File: src/rtl/mem_bus_ctrl.sv
// mem_bus_ctrl
//   Sequences one CPU instruction at a time onto a single-ported external
//   SRAM. Each instruction is an instruction fetch, an optional data access
//   (load or store) and a single commit cycle. Every memory access lasts
//   WAIT_STATES+1 cycles.
//
// Parameters
//   WAIT_STATES  extra cycles per memory access (0..7)
//
// Ports
//   clk, rst                 clock, synchronous active-high reset
//   cpu_pc                   instruction fetch address
//   cpu_addr, cpu_wdata      data access address / store data
//   cpu_rw, cpu_dreq         data direction (1 = write) / data access needed
//   dbg_halt                 stop request, honoured between instructions
//   cpu_ir, cpu_rdata        latched instruction word / load data
//   cpu_halt                 core stall, low only in the commit cycle
//   mem_addr, mem_wdata      SRAM address / write data
//   mem_rdata                SRAM read data
//   mem_oe, mem_we           SRAM read strobe / write strobe
module mem_bus_ctrl #(
  parameter int unsigned WAIT_STATES = 1
) (
  input  logic        clk,
  input  logic        rst,
  input  logic [15:0] cpu_pc,
  input  logic [15:0] cpu_addr,
  input  logic [15:0] cpu_wdata,
  input  logic        cpu_rw,
  input  logic        cpu_dreq,
  input  logic        dbg_halt,
  output logic [15:0] cpu_ir,
  output logic [15:0] cpu_rdata,
  output logic        cpu_halt,
  output logic [15:0] mem_addr,
  output logic [15:0] mem_wdata,
  input  logic [15:0] mem_rdata,
  output logic        mem_oe,
  output logic        mem_we
);

  localparam logic [2:0] LAST_CNT = 3'(WAIT_STATES);

  typedef enum logic [1:0] {
    IDLE,
    FETCH,
    DATA,
    EXEC
  } state_t;

  state_t      state;
  state_t      state_nxt;
  logic [2:0]  cnt;
  logic [2:0]  cnt_nxt;
  logic        last;
  logic        dreq_q;
  logic        rw_q;
  logic        dreq_eff;
  logic        rw_eff;
  logic        ir_load;
  logic        rd_load;

  // The data-access decision is taken from the freshly latched instruction,
  // i.e. sampled on the first DATA cycle and held for the rest of the access
  // so the strobes cannot change direction mid-access.
  always_comb begin
    last     = (cnt == LAST_CNT);
    dreq_eff = (cnt == '0) ? cpu_dreq : dreq_q;
    rw_eff   = (cnt == '0) ? cpu_rw   : rw_q;
  end

  always_comb begin
    state_nxt = state;
    cpu_halt  = 1'b1;
    mem_oe    = 1'b0;
    mem_we    = 1'b0;
    mem_addr  = '0;
    mem_wdata = '0;
    ir_load   = 1'b0;
    rd_load   = 1'b0;

    case (state)
      IDLE: begin
        if (!dbg_halt) state_nxt = FETCH;
      end

      FETCH: begin
        mem_addr = cpu_pc;
        mem_oe   = 1'b1;
        if (last) begin
          ir_load   = 1'b1;
          state_nxt = DATA;
        end
      end

      DATA: begin
        mem_addr = cpu_addr;
        if (!dreq_eff) begin
          // No data access: a single empty DATA cycle.
          state_nxt = EXEC;
        end else begin
          if (rw_eff) begin
            mem_we    = 1'b1;
            mem_wdata = cpu_wdata;
          end else begin
            mem_oe  = 1'b1;
            rd_load = last;
          end
          if (last) state_nxt = EXEC;
        end
      end

      EXEC: begin
        cpu_halt  = 1'b0;
        state_nxt = dbg_halt ? IDLE : FETCH;
      end

      default: state_nxt = IDLE;
    endcase

    // Strobes are killed immediately on reset, even mid-access.
    if (rst) begin
      mem_oe   = 1'b0;
      mem_we   = 1'b0;
      cpu_halt = 1'b1;
    end

    // Counter only runs inside an access and restarts on every state change.
    if ((state_nxt != state) || !((state == FETCH) || (state == DATA))) begin
      cnt_nxt = '0;
    end else begin
      cnt_nxt = cnt + 3'd1;
    end
  end

  always_ff @(posedge clk) begin
    if (rst) begin
      state     <= IDLE;
      cnt       <= '0;
      cpu_ir    <= '0;
      cpu_rdata <= '0;
      dreq_q    <= 1'b0;
      rw_q      <= 1'b0;
    end else begin
      state <= state_nxt;
      cnt   <= cnt_nxt;
      if (ir_load) cpu_ir    <= mem_rdata;
      if (rd_load) cpu_rdata <= mem_rdata;
      if ((state == DATA) && (cnt == '0)) begin
        dreq_q <= cpu_dreq;
        rw_q   <= cpu_rw;
      end
    end
  end

endmodule

File: config.mk
export PLATFORM = sky130hd
export DESIGN_NAME = mem_bus_ctrl
export DESIGN_NICKNAME = d
export VERILOG_FILES = /design/src/rtl/mem_bus_ctrl.sv
export SDC_FILE = /design/constraint.sdc
export NUM_CORES = 1
export LEC_CHECK = 0
export CAP_MARGIN = 10
export CORE_ASPECT_RATIO = 1.25
export CORE_UTILIZATION = 40
export DETAILED_ROUTE_END_ITERATION = 12
export GPL_TIMING_DRIVEN = 0
export PLACE_DENSITY = 0.95
export SKIP_CTS_REPAIR_TIMING = 1
export SYNTH_ARGS = -nofsm -noshare
export SYNTH_HDL_FRONTEND = slang
export SYNTH_SLANG_ARGS = --single-unit
File: constraint.sdc
create_clock -name clk -period 3.2 [get_ports clk]
set_clock_uncertainty 0.2 [all_clocks]
set_input_delay 0.64 -clock clk [delete_from_list [all_inputs] [get_ports clk]]
set_output_delay 0.64 -clock clk [all_outputs]
set_load 0.005 [all_outputs]
==> impl_metrics.toml <==
[routing]
drc_errors = 0
wire_per_inst_um = 14.78
drt_iter0_drc = 77
drt.antenna.violating_nets = 0
first_pass_iters = 4
vias = 2389
avgViaCountPerCell = 5.083
route.final.wire_length_um = 6948

[place]
place_inst = 459
port_buffers = 134
gp_congestion = 0.8574
hpwlAfterDp_um = 5245

[logic_synthesis]
synth.distinct_cells = 35
syn-num-nets = 337
muxShareOfSynthArea = 0.1001
synth.avg_cell_area_um2 = 8.524
async_reset_ff_frac = 0
synth_top_family_by_area = "simple AND/OR/NAND/NOR gates"
synth_edf_count = 0
yosysSeqAreaShare = 0.3510
synth-simple-area-share = 0.3172
synth_compound_area_frac = 0.1333
yosysWarnings = 0
syn_area_um2 = 2225
netlist_instances = 261
ys_ff_latch = 39
yosys.area_share.xor_xnor = 0.003937
synthFlopType = "dfxtp_1"
synthAdderAreaFrac = 0.03937

[grt]
grt_usage = 0.2292
grt_pass1_vias = 2322
gr-total-overflow = 0
grt_antenna_before_repair = 0
grt_start_max_net_pins = 13
grt_pass1_wl_um = 10210

[critical_path]
path_max_fanout = 10
crit_required_ns = 2.36
crit_path_top_delay_cell = "clkdlybuf4s50_1"
crit_chain = "inv_2 > ha_4 > nor2b_4 > mux2i_4 > nor3_4 > buf_6 > and2_1 > clkdlybuf4s50_1"
slowest_delay_ns = 0.51
cp.arrival_ns = 2.28
critPathTopFamily = "buffers and inverters"
cp-start-kind = "register"
end_kind = "primary output"
critical_path_buf_inv_count = 3
crit_type = "register to primary output"

[sta]
hold_viol_final = 0
period_minus_slack_ns = 3.116
timing.final.crit_share = 0.9737
finalSetupViolations = 0
tightest_slew_ns = 0.5662
relSlewSlack = 0.6225
rsz0062_at_grt = "no"
final_max_slew_viol_count = 0
fmaxAchievable_mhz = 320.9

[power_and_ir_drop]
p_int_mw = 1.015
irDropWorstVdd_mv = 0.3648
power_frac_clock = 0.356
switchingPower_uw = 330.2
switching_share = 0.2455
pwr_density_cell_nw_per_um2 = 349.5
p_comb_frac = 0.266
power_frac_seq = 0.378
cellLeakagePower_nw = 1.390

[layout]
fillerInstances = 409
mostFrequentLayoutCells = "133 x clkdlybuf4s50_1, 40 x nand2_1, 38 x dfxtp_1"
multiInputGateArea_um2 = 1354
final_common_cell = "clkdlybuf4s50_1"
diodes = 0
fin_util = 0.7120
drive_above_1_share = 0.08128
seqCellArea_um2 = 782.0
fin_nets = 481
area_growth_pct = 73.00
layout.cells.non_filler = 470

[floorplan]
fp.dieArea_um2 = 5866
start_util = 0.4116
die_h_um = 85.38
ios = 136
fp-row-count = 30
core_area_um2 = 5405
die_x_um = 68.70

[worst_hold_path]
hp-class = "register to register"

[clocking]
cts_tree = "yes"
root_buffer = "clkbuf_8"
cts_buffers = 5
cts_buffer_depth = 2
htree_num_levels = 2
cts_sinks = 39
clkSlewWorstSetupHoldPaths_ns = 0.08
clk_latency_ns = 0.29

[flow_run]
drv_cap = 0

[status]
status = "finished clean"
[power groups by stage]
stage | clock [mW] | sequential (mW) | combinational [mW]
2_1_floorplan | 0 | 0.516 | 0.170
3_3_place_gp | 0 | 0.517 | 0.326
3_5_place_dp | 0 | 0.517 | 0.333
4_1_cts | 0.486 | 0.506 | 0.335
5_1_grt | 0.505 | 0.509 | 0.390
6_report | 0.480 | 0.508 | 0.358
[state kept, by name, indices dropped and copies added, names as in the netlist]
name / count
cpu_ir: 16
cpu_rdata: 16
cnt: 3
state: 2
dreq_q: 1
rw_q: 1
[synthesized netlist by cell type, drive strengths merged (2+ instances only)]
master | instances | area, um^2
nand2 | 40 | 150.1
dfxtp | 39 | 780.8
nand2b | 34 | 212.7
mux2i | 21 | 222.7
nor2b | 19 | 126.4
a21oi | 17 | 85.08
a22oi | 17 | 127.6
and2 | 16 | 100.1
clkbuf | 12 | 45.04
inv | 8 | 30.03
ha | 7 | 87.58
nor3 | 7 | 46.30
buf | 4 | 47.54
nor2 | 3 | 27.53
a221oi | 2 | 17.52
o22ai | 2 | 12.51
[logic make-up (layout without fill, tap and decap cells)]
| group | count (synthesis) | count (layout) |
|---|---|---|
| mux | 21 | 21 |
| xor+xnor | 1 | 1 |
| fa+ha+maj | 7 | 7 |
| compound gates | 44 | 44 |
| flops | 39 | 39 |
| simple gates | 125 | 125 |
| buf+inv | 24 | 169 |
[per-layer routing]
layer  part of all wire  vias up  global-route usage  routed length (um)
met5                  0        -                   0                   0
met4              0.026        0             0.09833                 181
met3              0.093       19             0.05914                 646
met2               0.53      117              0.4287                3700
met1               0.35     1088              0.2266                2419
li1                   -     1165                   -                   -
[final timing paths]
kind	to	slack, ns	depth (start not counted)	startpoint
min	cpu_ir[9]	0.26	2	cpu_ir[9]
min reg2reg	cpu_ir[9]	0.26	2	cpu_ir[9]
max reg2reg	cpu_rdata[9]	1.19	8	cnt[1]
max	mem_wdata[13]	0.08	8	cnt[1]
[metrics by stage]
stage | setup slack (ns) | cell area (um^2) | power [mW] | hold WS (ns) | setup TNS (ns)
2_1_floorplan | 0.8183 | 2225 | 0.6859 | 0.2527 | 0
3_3_place_gp | -0.05295 | 3646 | 0.8432 | 0.2429 | -0.4013
3_5_place_dp | -0.06326 | 3646 | 0.8501 | 0.2507 | -0.5362
4_1_cts | -0.2296 | 3779 | 1.328 | 0.2615 | -3.418
5_1_grt | 0.01011 | 3849 | 1.404 | 0.2792 | 0
6_report | 0.08401 | 3849 | 1.345 | 0.2589 | 0
[cell type report]
type | instances | share of cell area
Timing Repair Buffer | 137 | 0.3550
Multi-Input combinational cell | 198 | 0.3518
Sequential cell | 39 | 0.2032
Buffer | 16 | 0.02698
Tap cell | 64 | 0.02081
Clock buffer | 6 | 0.01886
Clock inverter | 2 | 0.01560
Inverter | 8 | 0.007802
[worst min-delay path, stage by stage (launching register included)]
cell and delay, ns:
dfxtp_1 0.31, nand2_1 0.05, a21oi_1 0.05
Power figures use the tool's default switching activity.
